==> config.mk <==
export PLATFORM = sky130hd
export DESIGN_NAME = key_filter
export DESIGN_NICKNAME = d
export VERILOG_FILES = /design/src/rtl/key_filter.sv
export SDC_FILE = /design/constraint.sdc
export NUM_CORES = 1
export LEC_CHECK = 0
export CAP_MARGIN = 15
export CORE_UTILIZATION = 53
export CTS_CLUSTER_SIZE = 16
export DETAILED_ROUTE_END_ITERATION = 6
export PLACE_DENSITY = 0.71
export SYNTH_ARGS = -nofsm -noshare
export SYNTH_HDL_FRONTEND = slang
export SYNTH_SLANG_ARGS = --single-unit
==> constraint.sdc <==
create_clock -name clk -period 1.5 [get_ports clk]
set_input_delay 0.3 -clock clk [delete_from_list [all_inputs] [get_ports clk]]
set_output_delay 0.3 -clock clk [all_outputs]
set_load 0.02 [all_outputs]
==> src/rtl/key_filter.sv <==
// Two-channel key debouncer: each raw active-low contact is synchronized, then
// qualified by a four-state filter FSM that emits one pulse per settled press.

module key_filter_chan #(
  parameter int DEB_CYCLES = 4000
) (
  input  logic clk,
  input  logic rst_n,
  input  logic key_n,
  output logic flag,
  output logic stable
);

  typedef enum logic [1:0] {
    UP         = 2'd0,
    PRESS_FILT = 2'd1,
    DOWN       = 2'd2,
    REL_FILT   = 2'd3
  } state_t;

  localparam logic [12:0] CNT_MAX = 13'(DEB_CYCLES - 1);

  logic        sync1_q, sync1_d;
  logic        sync2_q, sync2_d;
  state_t      state_q, state_d;
  logic [12:0] cnt_q, cnt_d;
  logic        hit_q, hit_d;
  logic        flag_q, flag_d;
  logic        stable_q, stable_d;

  always_ff @(posedge clk or negedge rst_n) begin
    if (!rst_n) begin
      sync1_q  <= 1'b1;
      sync2_q  <= 1'b1;
      state_q  <= UP;
      cnt_q    <= '0;
      hit_q    <= 1'b0;
      flag_q   <= 1'b0;
      stable_q <= 1'b0;
    end else begin
      sync1_q  <= sync1_d;
      sync2_q  <= sync2_d;
      state_q  <= state_d;
      cnt_q    <= cnt_d;
      hit_q    <= hit_d;
      flag_q   <= flag_d;
      stable_q <= stable_d;
    end
  end

  always_comb begin
    sync1_d = key_n;
    sync2_d = sync1_q;
    state_d = state_q;
    cnt_d   = '0;
    hit_d   = 1'b0;
    case (state_q)
      UP: begin
        if (!sync2_q) state_d = PRESS_FILT;
      end
      PRESS_FILT: begin
        if (sync2_q) begin
          state_d = UP;
        end else if (cnt_q == CNT_MAX) begin
          state_d = DOWN;
          hit_d   = 1'b1;
        end else begin
          cnt_d = 13'(cnt_q + 13'd1);
        end
      end
      DOWN: begin
        if (sync2_q) state_d = REL_FILT;
      end
      REL_FILT: begin
        if (!sync2_q) begin
          state_d = DOWN;
        end else if (cnt_q == CNT_MAX) begin
          state_d = UP;
        end else begin
          cnt_d = 13'(cnt_q + 13'd1);
        end
      end
      default: state_d = UP;
    endcase
    // hit_q marks the first DOWN cycle; outputs trail the FSM by one register
    flag_d   = (state_q == PRESS_FILT) || (state_q == REL_FILT);
    stable_d = hit_q;
  end

  assign flag   = flag_q;
  assign stable = stable_q;

endmodule

module key_filter #(
  parameter int DEB_CYCLES = 4000
) (
  input  logic clk,
  input  logic rst_n,
  input  logic key_os_n,
  input  logic key_key_n,
  output logic flag_os,
  output logic stable_os,
  output logic flag_key,
  output logic stable_key
);

  key_filter_chan #(.DEB_CYCLES(DEB_CYCLES)) u_os (
    .clk    (clk),
    .rst_n  (rst_n),
    .key_n  (key_os_n),
    .flag   (flag_os),
    .stable (stable_os)
  );

  key_filter_chan #(.DEB_CYCLES(DEB_CYCLES)) u_key (
    .clk    (clk),
    .rst_n  (rst_n),
    .key_n  (key_key_n),
    .flag   (flag_key),
    .stable (stable_key)
  );

endmodule
==> summary.md, run 1 <==
Detailed placement ended at an HPWL of 2050 um. The peak per-stage delay on the critical path is 0.42 ns. STA puts the critical path data required time at 1.75 ns. The logs give 0 for the count of pins over their slew limit and 0 for the count of antenna-violating nets left after detailed routing. The worst setup path is captured at a flip-flop. In the final layout, the multi-input gates occupy 761 sq um. The filler cells instantiated in the layout total 263. The logs give 0.666 GHz for the maximum clock frequency and 1162 for the via count. The type of origin of the critical path is a flip-flop.

The congestion estimate from routability-driven global placement came to 0.842. The tools report the first-pass detailed-route iteration total as 5. The floorplan step set the die width to 59.7 um.

Of all nets on the critical path, the largest fanout is 11. The starting density of the core is 0.569, and the via density per instance is 5.16. Compared with the post-synthesis result, the final layout area differs by 19.9%. The library cell used as clock root buffer was sky130_fd_sc_hd__clkbuf_4. The mean area per synthesized cell came out at 11.1 sq um. In the final layout, the registers with the most flip-flops are u_key.cnt_q: 13 flops, u_os.cnt_q: 13 flops. The synthesized instance count was 159; the max-cap violation count was 0.

The library cell used most frequently in the layout, excluding fill and tap cells, is sky130_fd_sc_hd__dfrtp_1. The run gives 0.00821 ns as the clock tree skew after final layout. The repair_antennas step left the layout with diodes totalling 0. Clock net sink count: 40.

Setup repair after global routing could not meet its margin everywhere. The critical path goes through ha_4 > nand4_4 > nor4_4 > a21o_1 > buf_12 > nor2_1. Placeable core region: 3100 sq um. The period utilization was 1.00. The flow ran to the end, but the final reports show violations.

The critical-path cell with the highest stage delay was sky130_fd_sc_hd__dfrtp_1. The pin slew with the least headroom to its limit was 0.448 ns; the minimum setup slack in the final design was -0.000844 ns. After routing the design area is 2120 sq um.

The final critical delay including setup and external delays was 1.50 ns; the count of unique library cells instantiated by Yosys was 30. The first global-routing pass estimated 4890 um of wire. Global routing finished with a remaining overflow of 0. The number of nets in the synthesized netlist is 165.

The H-tree was split into 2 levels. The kind of cell with the highest combined delay along the critical path is simple AND/OR/NAND/NOR gates. The logs give 0.570 for the sequential cell area fraction in the yosys report and 0.35 ns for the clock latency at the later pin of the worst-skew pair.

The total DRC errors in the routed layout came out at 0. Leaving out fill and tap cells, the most frequent cells in the layout are sky130_fd_sc_hd__dfrtp_1, sky130_fd_sc_hd__nor2_1, sky130_fd_sc_hd__xnor2_1, sky130_fd_sc_hd__nand2_1, sky130_fd_sc_hd__nand3_1. The via count of the first global-routing pass is 1145.

The clock passes through at most 2 buffers. The tools report the number of nets in the layout as 186. The final-report hold violation count is 0, and the sequential standard cell area is 1010 sq um. Dividing the detail-routed wire length by the instance count gives 13.1 um.

The ratio of cells with drive above 1 in the final layout is 0.204, and the full die area is 3560 sq um. At the placement stage, the worst setup path has a slack of -0.00142 ns. From bottom edge to top edge, the die measures 59.7 um. For the number of synthesis warnings, the log shows 0. TritonCTS built the clock tree. The routed design has 2960 um of wire. The number of antenna violations at the first check in global routing came out at 0.

The class of the worst hold path is input pin to flip-flop. The logs give 1760 sq um for the cell area after synthesis and 23 for the maximum number of pins on one net before global-route repair. After the first detailed-routing iteration, the DRC count stood at 38.

For the sum of negative setup slack, the log shows -0.000844 ns. For the standby leakage power, the log shows 0.000866 uW. Pin placement for this block handled 8 I/O pins. The number of buffers and inverters on the critical path came out at 1. The total power per unit cell area works out to 910 nW/um^2. The flop and latch count out of synthesis was 40; the worst IR drop on VDD was 0.000579 V. The checks that failed: negative setup slack. Clock-pin slew was measured on the worst setup and hold paths at 0.13 ns. The setup path with the least slack is of type flip-flop to flip-flop. The signal arrival time at the worst endpoint is 1.75 ns, and the number of cell rows is 20. The run gives 0.188 as the overall track demand over capacity in global routing. TritonCTS created 5 clock buffers. The count of input and output buffers works out to 7. The count of final setup violators was 1. In this run the cell area measured after placement is 1970 sq um. The run gives 0.701 as the headroom to the max-slew limit.
## layout make-up
cell class                 count  area share
clock buffer                   5      0.0177
clock inverter                 3      0.0225
inverter                       5     0.00887
multi-input combinational    109       0.360
sequential                    40       0.475
tap                           44      0.0260
timing repair buffer          19      0.0899
## cell families after synthesis
kind of cell	share of synthesized area
simple gates	0.245
compound gates	0.0220
fa+ha+maj	0.0142
xor+xnor	0.114
buf+inv	0.0284
mux	0.00567
flops	0.570
## final timing paths
| kind | from | depth (start not counted) | end | slack (ns) |
|---|---|---|---|---|
| worst max register to register | u_key.cnt_q[1]$_DFF_PN0_ | 6 | u_key.cnt_q[10]$_DFF_PN0_ | -0.0008 |
| worst min-delay path | key_key_n | 1 | u_key.sync1_q$_DFF_PN1_ | 0.33 |
| worst max-delay path | u_key.cnt_q[1]$_DFF_PN0_ | 6 | u_key.cnt_q[10]$_DFF_PN0_ | -0.0008 |
| min in group asynchronous | rst_n | 2 | u_key.cnt_q[5]$_DFF_PN0_ | 0.43 |
| max in group asynchronous | rst_n | 3 | u_os.sync2_q$_DFF_PN1_ | 0.53 |
| worst min register to register | u_os.hit_q$_DFF_PN0_ | 0 | u_os.stable$_DFF_PN0_ | 0.36 |
## cells in the mapped netlist
| library cell | n | area [sq um] |
|---|---|---|
| sky130_fd_sc_hd__dfrtp_1 | 36 | 901 |
| sky130_fd_sc_hd__nor2_1 | 29 | 109 |
| sky130_fd_sc_hd__xnor2_1 | 15 | 131 |
| sky130_fd_sc_hd__nand2_1 | 11 | 41.3 |
| sky130_fd_sc_hd__nand3_1 | 11 | 55.1 |
| sky130_fd_sc_hd__xor2_1 | 8 | 70.1 |
| sky130_fd_sc_hd__nor3_1 | 6 | 30.0 |
| sky130_fd_sc_hd__inv_1 | 5 | 18.8 |
| sky130_fd_sc_hd__and4_1 | 4 | 35.0 |
| sky130_fd_sc_hd__dfstp_2 | 4 | 105 |
| sky130_fd_sc_hd__nand4_1 | 4 | 25.0 |
| sky130_fd_sc_hd__and2_1 | 3 | 18.8 |
| sky130_fd_sc_hd__nor4_2 | 3 | 37.5 |
| sky130_fd_sc_hd__clkbuf_1 | 2 | 7.51 |
| sky130_fd_sc_hd__ha_1 | 2 | 25.0 |
| sky130_fd_sc_hd__nand3_2 | 2 | 20.0 |
| sky130_fd_sc_hd__a21o_1 | 1 | 7.51 |
| sky130_fd_sc_hd__a311oi_1 | 1 | 8.76 |
| sky130_fd_sc_hd__a31o_2 | 1 | 8.76 |
| sky130_fd_sc_hd__a41oi_1 | 1 | 8.76 |
| sky130_fd_sc_hd__buf_2 | 1 | 5.00 |
| sky130_fd_sc_hd__buf_4 | 1 | 7.51 |
| sky130_fd_sc_hd__buf_6 | 1 | 11.3 |
| sky130_fd_sc_hd__mux2i_1 | 1 | 10.0 |
| sky130_fd_sc_hd__nand2b_1 | 1 | 6.26 |
| sky130_fd_sc_hd__nand4_2 | 1 | 12.5 |
| sky130_fd_sc_hd__nor4_1 | 1 | 6.26 |
| sky130_fd_sc_hd__nor4_4 | 1 | 21.3 |
| sky130_fd_sc_hd__nor4b_2 | 1 | 15.0 |
| sky130_fd_sc_hd__o21ai_0 | 1 | 5.00 |
## routing by layer
layer	vias up	global-route usage	routed length [um]
li1	581	-	-
met1	556	0.212	1250
met5	-	0	0
met3	6	0.0584	85
met4	0	0.0731	57
met2	19	0.329	1560
## what timing repair did
action / in CTS / in global routing
endpoints found under the setup margin: 15 / 26
pin swaps: 2 / 5
endpoints found under the hold margin: 18 / 0
hold buffers: 1 / 0
resized for setup: 4 / 8
buffers inserted: 0 / 1
## power breakdown
group	leakage (uW)	internal (uW)	switching [uW]
clock network	0.0000454	356	370
registers	0.000534	1100	12.7
logic	0.000286	39.6	48.4
total	0.000866	1490	431
## per-stage QoR
step	power (uW)	instances	util	hold WS (ns)
4_1_cts	1940	224	0.663	0.321
3_5_place_dp	1210	215	0.633	0.268
2_1_floorplan	1160	159	-	0.00441
5_1_grt	2000	225	0.682	0.314
6_report	1920	225	0.682	0.331
3_3_place_gp	1210	215	0.633	0.259
(Power assumes the default switching activity.)
==> inputs of run 2 (changes only) <==
- PLACE_DENSITY: 0.71 -> default
- PLACE_DENSITY_LB_ADDON: default -> 0.2
==> run 2 against run 1 <==
Against the previous run: the flow now finishes without violations; hold slack got worse by 0.010 ns; worst setup slack better by 0.072 ns; clock skew rose by 0.0035 ns; first-iteration DRC count rose by 55%; via count rose by 2.2%; flip-flop and latch count unchanged; register-to-register slack improved by 0.07 ns; critical path depth is the same; core utilization shrank 0.56 points; design area shrank 0.83%; clock power fell by 24%; sequential power barely moved; critical endpoint is now u_key.cnt_q[7]$_DFF_PN0_.
==> summary.md, run 2 (synthesized netlist as in run 1, its figures left out) <==
The run finished with clean final reports. In the detailed route, the total length drawn on met3 is 86 um. The worst setup path is of the flip-flop to flip-flop kind. The worst-case IR drop observed on VDD is 0.000740 V. The kind of end point of the critical path was a flip-flop. For this design, the slowest cell found on the critical path is sky130_fd_sc_hd__dfrtp_1. In this run the count of I/O pins placed on the die edge is 8. Routability-driven placement finished with a final weighted congestion of 0.828. Once routing completed, OpenROAD measured the worst setup slack at 0.0709 ns. In this run the critical register-to-register path is launched from u_key.cnt_q[0]$_DFF_PN0_.

The period utilization works out to 0.953. The signal arrival time at the worst endpoint was 1.69 ns. The tools report the total detailed-routing wirelength as 2930 um. For this run, design rule violations remaining after detail routing come to 0.

The area added between synthesis and finish is 18.9%, and the starting density of the core is 0.569. The final-report hold violation count was 0. The finished layout holds 226 standard cells, fillers aside.

The tools report the number of antenna violations at the first check in global routing as 0. The tool flagged a number of max-cap violations equal to 0. The run gives 0 as the count of pins over their slew limit. The root buffer cell chosen for the clock tree is sky130_fd_sc_hd__clkbuf_4. For the count of final setup violators, the log shows 0.

TritonCTS built the clock tree. The final critical delay including setup and external delays was 1.43 ns; the final non-filler cell area was 2100 sq um. 0 antenna diodes ended up in the layout. The via count of the first global-routing pass is 1196. The most common cell after layout, fill and taps aside was sky130_fd_sc_hd__dfrtp_1. The tools report the sum of met2 wire segment lengths after detailed routing as 1540 um. The worst register-to-register path has a setup slack of 0.07 ns. Entering global routing, the biggest net connects 22 pins.

The pin slew with the least headroom to its limit works out to 0.472 ns. In this run the critical register-to-register path is captured at u_key.cnt_q[7]$_DFF_PN0_. The placeable core region came out at 3100 sq um.

The number of buffers added by the clock tree synthesis step was 5. The cell family contributing the most delay on the critical path is flip-flops. The largest registers in the layout are u_key.cnt_q: 13 flops, u_os.cnt_q: 13 flops. After clock tree synthesis, the clock-pin slew on the worst setup and hold paths is 0.13 ns.

The total placed instance area is 1960 sq um, and the worst-case reg-to-reg path depth is 6. The final layout contains 187 nets. Signal routing reaches up to met4. The startpoint identified for the worst hold timing path is key_os_n. Measured along the x axis, the die boundary spans 59.7 um.

In this run the worst path has a maximum fanout of 7. In the final routed layout, each cell accounts on average for 12.9 um. Before antenna repair, the detailed router went through 4 iterations. After detailed placement, the design holds a cell count of 216. The via density per instance came out at 5.26.

In this run the number of cells on the critical path is 6. The clock tree skew after final layout is 0.0117 ns, and the full die area is 3560 sq um. The tools report the type of origin of the critical path as a flip-flop. Setup repair after global routing could not meet its margin everywhere. The headroom to the max-slew limit is 0.685. The path with the worst hold slack has its endpoint at u_os.sync1_q$_DFF_PN1_.

The number of buffers and inverters on the critical path is 1, and the peak per-stage delay on the critical path is 0.39 ns. Detailed placement finished with a half-perimeter wire length of 2030 um. The floorplan has 20 rows. Before CTS, the worst setup slack after placement is 0.0153 ns.

The maximum clock frequency came out at 0.700 GHz. The number of buffers between clock root and the deepest sink was 2. In this run the static leakage power is 0.000851 uW. In the layout the commonest cells are sky130_fd_sc_hd__dfrtp_1, sky130_fd_sc_hd__nor2_1, sky130_fd_sc_hd__xnor2_1, sky130_fd_sc_hd__nand2_1, sky130_fd_sc_hd__nand3_1. Measured along the y axis, the die boundary spans 59.7 um. The critical path goes through ha_2 > nand4_4 > nor4_4 > a21o_1 > buf_6 > nor2_1. In this run the number of H-tree levels came out at 2. In this run the remaining antenna-violating nets after routing total 0. Count of input and output buffers: 7.

For the wire length on met1, the log shows 1210 um. Ratio of cells with drive above 1 in the final layout: 0.258. The total power per unit cell area came out at 836 nW/um^2. For the worst setup path, the data required time is 1.76 ns.

The path class of the tightest hold or removal check is input pin to flip-flop. After the first detailed-routing iteration, the DRC count stood at 59. The later pin in the worst-skew pair is clocked with a latency of 0.36 ns. The first global-routing pass estimated 4890 um of wire.

The run gives 40 as the clock net sink count. The overall track demand over capacity in global routing was 0.196; the number of cells traversed by the worst hold path was 1. The run gives 0 as the final global-route overflow total.

Across all layers, the routed design uses 1188 vias.
==> run 2: cell types whose count changed in the layout (fill, tap and decap cells not counted), moves of 2 or more <==
cell | previous run | this run
sky130_fd_sc_hd__clkinv_2 | 0 | 2
sky130_fd_sc_hd__nor2_1 | 29 | 23
sky130_fd_sc_hd__dfrtp_1 | 36 | 34
sky130_fd_sc_hd__nor2_2 | 0 | 6
sky130_fd_sc_hd__dfrtp_2 | 0 | 2
==> run 2: final cells by class <==
| type | count | area (sq um) |
|---|---|---|
| sequential | 40 | 1010 |
| clock buffer | 5 | 37.5 |
| clock inverter | 3 | 18.8 |
| fill | 241 | 1000 |
| multi-input combinational | 109 | 771 |
| tap | 44 | 55.1 |
| inverter | 5 | 18.8 |
| timing repair buffer | 20 | 189 |
==> run 2: metal layers <==
layer	vias up	GRT usage
met2	15	0.340
met3	9	0.0455
met4	0	0.130
met5	-	0
li1	582	-
met1	582	0.212
==> run 2: through the flow <==
stage / setup TNS [ns] / utilization / power, uW / hold slack (ns)
floorplan: 0 / - / 1160 / 0.00441
global placement: 0 / 0.632 / 1210 / 0.267
detailed placement: 0 / 0.632 / 1220 / 0.283
CTS: 0 / 0.652 / 1760 / 0.310
global route: -0.336 / 0.676 / 1820 / 0.312
finish: 0 / 0.676 / 1750 / 0.320
==> run 2: how the worst max path moves through the flow <==
stage                                  start                         to  slack (ns)
finish              u_key.cnt_q[0]$_DFF_PN0_   u_key.cnt_q[7]$_DFF_PN0_        0.07
floorplan           u_key.cnt_q[0]$_DFF_PN0_  u_key.cnt_q[10]$_DFF_PN0_        0.04
CTS                  u_os.cnt_q[1]$_DFF_PN0_   u_os.cnt_q[12]$_DFF_PN0_        0.03
global placement    u_key.cnt_q[0]$_DFF_PN0_   u_key.cnt_q[5]$_DFF_PN0_        0.08
detailed placement  u_key.cnt_q[1]$_DFF_PN0_  u_key.cnt_q[10]$_DFF_PN0_        0.02
global route        u_key.cnt_q[0]$_DFF_PN0_   u_key.cnt_q[7]$_DFF_PN0_       -0.04
==> run 2: where the power goes <==
| part | switching (uW) | internal, uW |
|---|---|---|
| registers | 11.8 | 1100 |
| clock network | 372 | 180 |
| logic | 51.3 | 41.5 |
==> run 2: timing repair <==
| item | CTS | global route |
|---|---|---|
| setup endpoints to repair | 10 | 26 |
| hold endpoints to repair | 15 | 0 |
| pin swaps | 1 | 1 |
| hold buffers | 1 | 0 |
| gates resized for setup | 4 | 18 |
| setup buffers | 0 | 1 |
